===== src/rtl/fetch_instr_queue.sv =====
// Fetch-to-decode instruction queue: a DEPTH-entry circular buffer of {pc, pc+4, instr, adel}
// that absorbs icache-miss stalls on one side and decode stalls on the other.
module fetch_instr_queue #(
    parameter int DEPTH = 4,
    parameter int WIDTH = 32
) (
    input  logic                     clk,
    input  logic                     rst,
    input  logic                     flush,
    input  logic                     in_valid,
    output logic                     in_ready,
    input  logic [WIDTH-1:0]         in_pc,
    input  logic [WIDTH-1:0]         in_pc_add_4,
    input  logic [WIDTH-1:0]         in_instr,
    output logic                     out_valid,
    input  logic                     out_ready,
    output logic [WIDTH-1:0]         out_pc,
    output logic [WIDTH-1:0]         out_pc_add_4,
    output logic [WIDTH-1:0]         out_instr,
    output logic                     out_adel,
    output logic [$clog2(DEPTH):0]   count
);

    localparam int AW = $clog2(DEPTH);
    localparam int CW = AW + 1;

    typedef struct packed {
        logic [WIDTH-1:0] pc;
        logic [WIDTH-1:0] pc_add_4;
        logic [WIDTH-1:0] instr;
        logic             adel;
    } entry_t;

    entry_t          r_mem [DEPTH];
    logic [AW-1:0]   r_rd_ptr;
    logic [AW-1:0]   r_wr_ptr;
    logic [CW-1:0]   r_count;

    logic            w_push;
    logic            w_pop;
    logic            w_in_adel;
    entry_t          w_head;

    // Ready and valid depend on occupancy only: no pass-through when full, no bypass when empty.
    assign in_ready  = (r_count != CW'(DEPTH));
    assign out_valid = (r_count != '0);
    assign count     = r_count;

    assign w_push    = in_valid && in_ready && !flush;
    assign w_pop     = out_valid && out_ready && !flush;
    assign w_in_adel = |in_pc[1:0];

    assign w_head       = r_mem[r_rd_ptr];
    assign out_pc       = out_valid ? w_head.pc       : '0;
    assign out_pc_add_4 = out_valid ? w_head.pc_add_4 : '0;
    assign out_instr    = out_valid ? w_head.instr    : '0;
    assign out_adel     = out_valid ? w_head.adel     : 1'b0;

    // NOTE: the entry array has no reset; pointers and count alone define which entries are live,
    // so clearing the storage would only add reset fan-out.
    always_ff @(posedge clk) begin
        if (w_push) begin
            r_mem[r_wr_ptr].pc       <= in_pc;
            r_mem[r_wr_ptr].pc_add_4 <= in_pc_add_4;
            r_mem[r_wr_ptr].instr    <= w_in_adel ? '0 : in_instr;
            r_mem[r_wr_ptr].adel     <= w_in_adel;
        end
    end

    // NOTE: sequential state uses non-blocking assignments so every register samples pre-edge values.
    always_ff @(posedge clk) begin
        if (rst || flush) begin
            r_rd_ptr <= '0;
            r_wr_ptr <= '0;
            r_count  <= '0;
        end else begin
            if (w_push) r_wr_ptr <= r_wr_ptr + AW'(1);
            if (w_pop)  r_rd_ptr <= r_rd_ptr + AW'(1);
            case ({w_push, w_pop})
                2'b10:   r_count <= r_count + CW'(1);
                2'b01:   r_count <= r_count - CW'(1);
                default: r_count <= r_count;
            endcase
        end
    end

endmodule


===== config.mk =====
export PLATFORM = sky130hd
export DESIGN_NAME = fetch_instr_queue
export DESIGN_NICKNAME = d
export VERILOG_FILES = /design/src/rtl/fetch_instr_queue.sv
export SDC_FILE = /design/constraint.sdc
export NUM_CORES = 1
export LEC_CHECK = 0
export ABC_AREA = 1
export ABC_CLOCK_PERIOD_IN_PS = 4900
export BUFFER_PORTS_ARGS = -buffer_cell sky130_fd_sc_hd__buf_2
export CORE_MARGIN = 2
export CORE_UTILIZATION = 45
export DETAILED_ROUTE_END_ITERATION = 7
export GPL_TIMING_DRIVEN = 0
export PLACE_DENSITY = 0.73
export SETUP_SLACK_MARGIN = 0.05
export SYNTH_ARGS = -nofsm -noshare
export SYNTH_HDL_FRONTEND = slang
export SYNTH_SLANG_ARGS = --single-unit

===== constraint.sdc =====
create_clock -name clk -period 4.9 [get_ports clk]
set_clock_uncertainty 0.05 [all_clocks]
set_input_delay 0.245 -clock clk [delete_from_list [all_inputs] [get_ports clk]]
set_output_delay 0.245 -clock clk [all_outputs]
set_load 0.005 [all_outputs]

* Word level (Yosys, flattened, before mapping)
Memory sizes are Yosys's and may differ from the RTL's. A register that Yosys moved wholly into a read port is not among the register bits.
Index checks and enable logic that the tools add are counted.
** Operators by class
- Equality and inequality tests :: 3
- Reductions and logical operators :: 9
- Add/subtract/negate cells :: 4
- Multiplexer cells :: 10
** Operators with widths (count)
- $mux 32 :: 4
- $pmux 3 s2 :: 1
- $add 2x1->2 const B :: 2
- $logic_and 1x1->1 :: 4
- $mux 2 :: 2
- $add 3x1->3 const B :: 1
- $mux 1 :: 3
- $ne 3x3->1 const B :: 1
- $reduce_bool 3->1 :: 1
- $sub 3x1->3 const B :: 1
- $eq 2x1->1 const B :: 1
- $eq 2x2->1 const B :: 1
- $reduce_bool 2->1 :: 1
- $reduce_or 2->1 :: 1
- $logic_not 1->1 :: 1
- $logic_or 1x1->1 :: 1
** Storage, ports and cells
- Bits in writable memories :: 388
- Bits of input ports :: 101
- Register bits :: 7
- Memories kept :: 1
- Output and inout port bits :: 102
** Memories
- r_mem :: words 4, bits a word 97, read ports 1, clocked after Yosys merged registers in 1, wr ports 1, line 34 : entry_t r_mem [DEPTH];

* Depth between registers and ports, before layout
Gate-level depths: netlist of run 1.
- Depth after elaboration :: 5
- Depth in mapped cells :: 13
- Gate-level depth less buffers :: 13

* Worst setup path before layout of run 1
OpenSTA, ideal clock, no wires.
- Path type :: reg2reg
- Start :: register r_count[1], in the netlist count[1]
- End :: memory r_mem[0][0] (netlist name) (enable)
- Buffers on the path :: 0
- Setup slack :: -455 ps
- Clock period less this slack :: 5355 ps
- Cell stages (with the launch flop) :: 5
- Library setup time :: 554 ps
- Required time :: 4296 ps
- Data arrival time :: 4751 ps
- Path through :: dfxtp_1 nor2_1 nand2_1 nand2_1 nor2_1
** On the way
- Word-level cells in the longest chain between the ends :: 5
** RTL lines
- start, declared :: line 37 : logic [CW-1:0] r_count;
- start signal, assigned :: line 80 : 2'b10: r_count <= r_count + CW'(1);
- start signal, assigned :: line 81 : 2'b01: r_count <= r_count - CW'(1);
- start signal, assigned :: line 82 : default: r_count <= r_count;
- $ne 3x3->1 :: line 45 : assign in_ready = (r_count != CW'(DEPTH));
- net in_ready :: line 11 : output logic in_ready,
- $logic_and 1x1->1 (2 in series) :: line 49 : assign w_push = in_valid && in_ready && !flush;
- $mux 1 :: line 62 : if (w_push) begin
- $mux 1 (implied by the code) :: line 66 : r_mem[r_wr_ptr].adel <= w_in_adel;
- end, declared :: line 34
The timed path passes the listed nets, and every way through them passes these cells.

==> metrics.md, run 1 <==
| Metric | Value |
|---|---|
| Status | `completed` |
| DR pass1 iterations | `5` |
| Synthesis Warnings | `0` |
| FP Rows | `68` |
| Skew-Pair Late Insertion Delay | `between 0.5 and 0.6 ns` |
| Final Max Tran Viols | `0` |
| Tmin final | `about 2.6 ns` |
| Clock Pin Slew Worst Setup and Hold Paths | `0.06 ns` |
| Max Cap Violations | `0` |
| Multi-input gate area | `0.00332 sq mm` |
| Internal power | `0.00562 W` |
| Clk pwr share | `0.416` |
| Peak Freq | `0.383 GHz` |
| Initial Util | `0.457` |
| Most frequent cell after synthesis | `nor2_1` |
| Most frequent cells after synthesis | `nor2_1, edfxtp_1, o21ai_0` |
| Post-Synthesis Cells | `between 1000 and 1500` |
| Final Util | `0.568` |
| Synth area leaders | `edfxtp_1, nor2_1, o21ai_0` |
| CTS tree | `done` |
| Switching pwr | `0.00144 W` |
| Via count | `about 11000` |
| Final worst-path cycle share | `0.533` |
| Routed WL per cell | `~19 microns` |
| CP Data Required Time | `between 4 and 5 ns` |
| Final Routed Wirelength | `38800 microns` |
| FF+latch area | `0.0118 sq mm` |
| Cell area after layout | `between 0.015 and 0.02 sq mm` |
| Worst hold path depth | `3` |
| Cell area power density | `between 300 and 400 mW/mm^2` |
| Async S/R FF share, synth | `0` |
| Setup crit end kind | `primary output` |
| Worst R2R End | `r_mem[1][22]$_DFFE_PP_` |
| Slew headroom | `0.376` |
| Post-synth EDFFs | `388` |
| R2R depth | `6` |
| Post-Syn Nets | `1394` |
| Cell accounting for the most synthesized area | `edfxtp_1` |
| Comb power frac | `0.049` |
| Synth top area share | `0.737` |
| Area growth from synthesis to layout | `24.2%` |
| Switch share | `0.204` |
| Setup violators final | `0` |
| 1st-iter DRT viols | `811` |
| Top FF cell, synth | `edfxtp_1` |
| Reg power frac | `0.535` |
| Die Height | `191 microns` |
| Share of cells above drive strength 1 | `0.206` |
| Final Hold Viols | `0` |
| Post-DP HPWL | `23900 microns` |
| CTS Buf Count | `41` |
| Post-synthesis sequential area ratio | `0.749` |
| Root Buffer Master | `clkbuf_16` |
| Hold Path End | `r_mem[3][19]$_DFFE_PP_` |
| H-Tree Depth | `2` |
| Total GRT Usage | `0.209` |
| Port buffer count | `202` |
| Mean post-synth cell area | `12.3 sq um` |
| Mapped Area | `around 0.016 sq mm` |
| First-pass GRT wire length | `58400 microns` |
| Ports | `just over 200` |
| Tightest Pin Transition | `0.933 ns` |
| Fillers | `2779` |
| Gr ovfl total | `0` |
| Placed Instance Area | `0.0177 sq mm` |
| Die area | `0.0366 sq mm` |
| RSZ-0062 raised after global routing | `false` |
| WS Path Type | `reg2out` |
| Die width | `~190 microns` |
| Vias per inst | `5.13` |
| Vias in the first global route | `10700` |
| Reg2Reg Setup Slack | `2.35 ns` |
| Initial antenna violation count | `2` |
| Worst-path fanout max | `10` |
| Fin nets | `1719` |
| Seq cells post-synth | `397` |
| GPL Wtd Cong | `0.766` |
| Longest Clk Path Bufs | `3` |
| Clk sinks | `397` |
| Worst VDD drop | `just over 0.3 mV` |
| CP arrival | `2.32 ns` |
| Hold Path Origin | `in_instr[18]` |
| DRC viols | `0` |
| Hold Path Class | `in2reg` |
| Lkg Pwr | `7.45 nW` |
| RR Startpoint | `count[0]$_SDFFE_PP0P_` |
| Final ANT Viol Nets | `0` |
| Synth cell types | `19` |
| Largest net degree at the start of global routing | `30` |
| Core area | `roughly 0.035 sq mm` |
| Setup crit start kind | `flop` |
==> power by group through the flow <==
stage	Clock, W	Sequential, W	Combinational, W
after floorplan	0	0.00386	0.000135
final	0.00294	0.00378	0.000346
after CTS	0.00299	0.00378	0.000347
after global routing	0.00311	0.00378	0.000383
after detailed placement	0	0.00385	0.000301
after global placement	0	0.00386	0.000281
==> worst max-delay path: stages (launching register included) <==
cell and delay (ns):
dfxtp_1 0.35, buf_4 0.17, inv_2 0.08, buf_4 0.27, clkbuf_2 0.30, o21ai_0 0.13
a21oi_1 0.30, buf_2 0.18
==> how the worst max path moves through the flow <==
stage,to,depth (start not counted)
6_report,out_pc[30],7
5_1_grt,r_mem[1][22]$_DFFE_PP_,7
4_1_cts,r_mem[1][22]$_DFFE_PP_,7
3_5_place_dp,r_mem[1][19]$_DFFE_PP_,6
3_3_place_gp,r_mem[3][28]$_DFFE_PP_,4
2_1_floorplan,r_mem[0][0]$_DFFE_PP_,4
==> layout by cell type (no fill, tap or decap) <==
cell type and n:
nand3_1 5, o21ai_1 11, clkbuf_16 41, buf_4 13, diode_2 2, dfxtp_1 9
clkbuf_8 1, clkinvlp_4 3, dlygate4sd3_1 67, clkinv_1 5, buf_1 3, clkbuf_2 16
fa_1 1, buf_12 11, nand2_1 17, o21ai_0 184, or2_2 1, bufinv_16 3
edfxtp_1 388, clkinv_2 6, inv_6 2, a21oi_1 102, buf_2 215, nor2_1 429
clkinv_4 3, inv_1 50, inv_2 3, buf_6 14, ha_1 5, buf_16 2
clkbuf_1 25, nor2_4 4
==> stage by stage <==
step	setup TNS, ns	std cells	power [W]	setup WS (ns)	hold slack, ns
2_1_floorplan	-176.44	1287	0.00399	-0.455	0.294
3_3_place_gp	-1414.65	1944	0.00415	-3.77	0.404
3_5_place_dp	0	1957	0.00415	2.28	0.412
4_1_cts	0	2094	0.00712	2.29	0.0211
5_1_grt	0	2096	0.00728	2.13	0.0308
6_report	0	2096	0.00707	2.29	0.0415
==> registers in the layout, indices dropped and copies added (netlist names), named ones only <==
signal,count
count,3
r_mem,388
r_rd_ptr,2
r_wr_ptr,2
==> area by class of cell <==
class | count | share of cell area
antenna | 2 | 0.000255
buffer | 78 | 0.0246
clock buffer | 48 | 0.0541
clock inverter | 22 | 0.0105
inverter | 53 | 0.0101
multi-input combinational | 759 | 0.169
sequential | 397 | 0.603
tap | 455 | 0.0290
timing repair buffer | 282 | 0.0997
==> routing by layer <==
| layer | up-vias | share of wire | track usage |
|---|---|---|---|
| met4 | 0 | 0.019 | 0.0615 |
| met2 | 375 | 0.50 | 0.362 |
| met5 | - | 0 | 0 |
| li1 | 5142 | - | - |
| met1 | 5184 | 0.42 | 0.272 |
| met3 | 58 | 0.060 | 0.0341 |
==> cell families (layout without fill, tap and decap cells) <==
| logic type | Yosys count | after routing | synth area share |
|---|---|---|---|
| AO/OA/AOI/OAI | 297 | 297 | 0.0941 |
| other | 0 | 2 | 0 |
| buffers and inverters | 131 | 483 | 0.0432 |
| flip-flops | 397 | 397 | 0.749 |
| AND/OR/NAND/NOR | 456 | 456 | 0.109 |
| adder cells (fa/ha/maj) | 6 | 6 | 0.00523 |
==> timing repair <==
action,CTS,global route
setup buffers,0,0
hold buffers,67,0
gates resized for setup,0,0
hold endpoints to repair,260,0
Note: power is estimated with default switching activity, not from simulation.
==> run 2: changes to the inputs <==
--- a/config.mk
+++ b/config.mk
@@ -5,14 +5,14 @@
 export SDC_FILE = /design/constraint.sdc
 export NUM_CORES = 1
 export LEC_CHECK = 0
-export ABC_AREA = 1
-export ABC_CLOCK_PERIOD_IN_PS = 4900
+export ABC_AREA = 0
+export ABC_CLOCK_PERIOD_IN_PS = 2600
 export BUFFER_PORTS_ARGS = -buffer_cell sky130_fd_sc_hd__buf_2
 export CORE_MARGIN = 2
 export CORE_UTILIZATION = 45
 export DETAILED_ROUTE_END_ITERATION = 7
 export GPL_TIMING_DRIVEN = 0
-export PLACE_DENSITY = 0.73
+export PLACE_DENSITY = 0.71
 export SETUP_SLACK_MARGIN = 0.05
 export SYNTH_ARGS = -nofsm -noshare
 export SYNTH_HDL_FRONTEND = slang
==> constraint.sdc (replaced) <==
create_clock -name clk -period 2.6 [get_ports clk]
set_clock_uncertainty 0.05 [all_clocks]
set_input_delay 0.13 -clock clk [delete_from_list [all_inputs] [get_ports clk]]
set_output_delay 0.13 -clock clk [all_outputs]
set_load 0.005 [all_outputs]
==> run 2 against run 1 <==
Against the previous run:
- die area fell by 2.9%
- largest power group unchanged
- non-clock buffer count fell by 16
- area after synthesis fell by 2.9%
- critical endpoint is now count[2]$_SDFFE_PP0P_
- largest cell class unchanged
==> metrics.md, run 2 <==
| Metric | Value |
|---|---|
| Status | `completed` |
| Largest net degree at the start of global routing | `56` |
| Cell depth of the worst setup path | `10` |
| Most frequent cell after synthesis | `edfxtp_1` |
| DRC viols | `0` |
| DR pass1 iterations | `5` |
| Post-synth EDFFs | `388` |
| Async S/R FF share, synth | `0` |
| CP arrival | `2.86 ns` |
| Most Frequent Cell on Critical Path | `inv_1` |
| Top FF cell, synth | `edfxtp_1` |
| Final worst-path cycle share | `0.953` |
| Longest Clk Path Bufs | `3` |
| Max incr delay on CP | `0.37 ns` |
| Setup violators final | `0` |
| Root Buffer Master | `clkbuf_16` |
| Commonest non-fill, non-tap cells in the layout | `edfxtp_1, buf_2, and2_1` |
| Seq cells post-synth | `~400` |
| Total GRT Usage | `0.173` |
| CP Cell Sequence | `or3b_1 > buf_2 > and2_1 > inv_1 > ha_1 > inv_1 > fa_1 > xor2_1 > or3_1 > a21oi_1` |
| RR Startpoint | `count[1]$_SDFFE_PP0P_` |
| Gr ovfl total | `0` |
| Place WS | `0.124 ns` |
| Commonest non-fill, non-tap cell in the layout | `edfxtp_1` |
| Post-Synthesis Cells | `707` |
| Share of cells above drive strength 1 | `0.362` |
| Tmin final | `2.48 ns` |
| Die area | `~0.036 sq mm` |
| Synth top area share | `0.760` |
| Ports | `203` |
| 1st-iter DRT viols | `485` |
| Slowest stage cell, crit path | `or3b_1` |
| WS Path Type | `reg2reg` |
| Clock Pin Slew Worst Setup and Hold Paths | `0.06 ns` |
| CP Data Required Time | `2.98 ns` |
| CP Buf/Inv Count | `3` |
| Skew-Pair Late Insertion Delay | `0.51 ns` |
| Cell area power density | `690 mW/mm^2` |
| Post-DP HPWL | `18200 microns` |
| Critical path's top delay family | `simple AND/OR/NAND/NOR gates` |
| Reg2Reg Setup Slack | `roughly 0.12 ns` |
| Fin nets | `1163` |
| Hold Path Class | `in2reg` |
| FP Rows | `67` |
| Port buffer count | `slightly above 200` |
| Mapped Area | `about 0.015 sq mm` |
| Vias in the first global route | `~8400` |
| Worst VDD drop | `0.540 mV` |
| First-pass GRT wire length | `47300 microns` |
| Post-synthesis sequential area ratio | `0.771` |
| Max reg flops | `388` |
| Initial antenna violation count | `2` |
| Lkg Pwr | `6.80 nW` |
| Synth area leaders | `edfxtp_1, mux4_2, and2_1` |
| Die Height | `about 190 microns` |
| Slew headroom | `0.490` |
| Max Cap Violations | `0` |
| Synthesis Warnings | `0` |
| GPL Wtd Cong | `0.764` |
| Worst-path fanout max | `9` |
| Vias per inst | `5.15` |
| Cell accounting for the most synthesized area | `edfxtp_1` |
| Worst Slack Setup Final | `0.122 ns` |
| Peak Freq | `0.404 GHz` |
| Tightest Pin Transition | `between 0.7 and 0.8 ns` |
| Final Routed Wirelength | `30500 microns` |
| Die width | `189 microns` |
| Most frequent cells after synthesis | `edfxtp_1, and2_1, mux4_2` |
| Setup crit start kind | `flop` |
| CTS Buf Count | `41` |
| Synth cell types | `26` |
| Area growth from synthesis to layout | `26.6%` |
| Routed WL per cell | `about 20 microns` |
| Final Max Tran Viols | `0` |
| Placed Instance Area | `0.0171 sq mm` |
| Final Hold Viols | `0` |
| CP startpoint | `count[1]$_SDFFE_PP0P_` |
| Core area | `0.0335 sq mm` |
| Mean post-synth cell area | `21.7 sq um` |
| Via count | `between 7000 and 8000` |
| R2R depth | `10` |
| RSZ-0062 raised after global routing | `true` |
| Clk sinks | `397` |
| H-Tree Depth | `2` |
| Worst hold slack | `just over 0.09 ns` |
| Setup crit end kind | `flop` |
| Worst R2R End | `count[2]$_SDFFE_PP0P_` |
| Post-Syn Nets | `roughly 810` |
| Final ANT Viol Nets | `0` |
| CTS tree | `done` |
| Initial Util | `0.457` |
| Critical Path End | `count[2]$_SDFFE_PP0P_` |
| Reg with most FFs | `r_mem` |
| Cell area after layout | `about 0.019 sq mm` |
[run 2: cell count changes in the layout (fill, tap and decap cells not counted), sizes merged, moves of 17 or more]
cell,delta
a21oi,-99
o21ai,-194
dlygate4sd3,+33
inv,-47
nor2,-424
buf,-36
and2,+130
nand2,-17
mux4,+97
[run 2: metal layers]
metal,track usage,up-vias,wire (microns)
met5,0,-,0
met4,0.0451,0,568
met3,0.0356,45,1870
met2,0.296,250,15400
met1,0.228,4088,12700
li1,-,3537,-
[run 2: per-stage QoR]
step,std cells,utilization,TNS [ns],power (W)
3_5_place_dp,1362,0.509,0,0.00776
3_3_place_gp,1357,0.504,-301.37,0.00773
5_1_grt,1537,0.579,0,0.0138
6_report,1537,0.579,0,0.0134
2_1_floorplan,707,-,0,0.00750
4_1_cts,1535,0.579,0,0.0135
[run 2: layout make-up]
cell class	instances	area (sq um)
multi-input cells	265	3300
clock buffers	58	1160
clock inverters	16	155
diodes	2	5.00
flip-flops and latches	397	11800
fillers	2508	14100
inverters	7	26.3
repair buffers	307	2150
plain buffers	37	230
well taps	448	561
[run 2: worst reg2reg max path: stages (launching register included)]
cell and delay [ns]:
dfxtp_1 0.36, or3b_1 0.38, buf_2 0.18, and2_1 0.17
inv_1 0.05, ha_1 0.18, inv_1 0.06, fa_1 0.37
xor2_1 0.16, or3_1 0.31, a21oi_1 0.14
[run 2: cells by family after synthesis]
logic type      count (synthesis)  synth area share
xor+xnor                        4           0.00228
mux                            97             0.142
buf+inv                        45            0.0155
flops                         397             0.771
compound gates                  8           0.00334
simple gates                  150            0.0598
fa+ha+maj                       6           0.00538
[run 2: worst min-delay path by stage]
stage / start / endpoint / slack [ns] / cells after the start
after global routing: in_valid / r_wr_ptr[0]$_SDFFE_PP0P_ / 0.10 / 4
after detailed placement: in_pc[14] / r_mem[3][79]$_DFFE_PP_ / 0.30 / 1
after CTS: in_valid / r_wr_ptr[0]$_SDFFE_PP0P_ / 0.06 / 4
after floorplan: in_pc_add_4[0] / r_mem[0][33]$_DFFE_PP_ / 0.18 / 0
final: in_valid / r_wr_ptr[0]$_SDFFE_PP0P_ / 0.09 / 4
after global placement: in_pc[2] / r_mem[2][67]$_DFFE_PP_ / 0.29 / 1
[run 2: timing repair]
item / CTS / global route
hold endpoints to repair: 388 / 0
hold buffers: 100 / 0
setup endpoints to repair: 91 / 45
buffers inserted: 0 / 0
pin swaps: 0 / 0
gates resized for setup: 7 / 13
[run 2: power breakdown]
group | switching [W] | internal [W] | total (W) | leakage, nW
Sequential | 0.0000224 | 0.00712 | 0.00714 | 3.60
Combinational | 0.000275 | 0.000324 | 0.000600 | 2.56
Clock | 0.00226 | 0.00341 | 0.00567 | 0.644
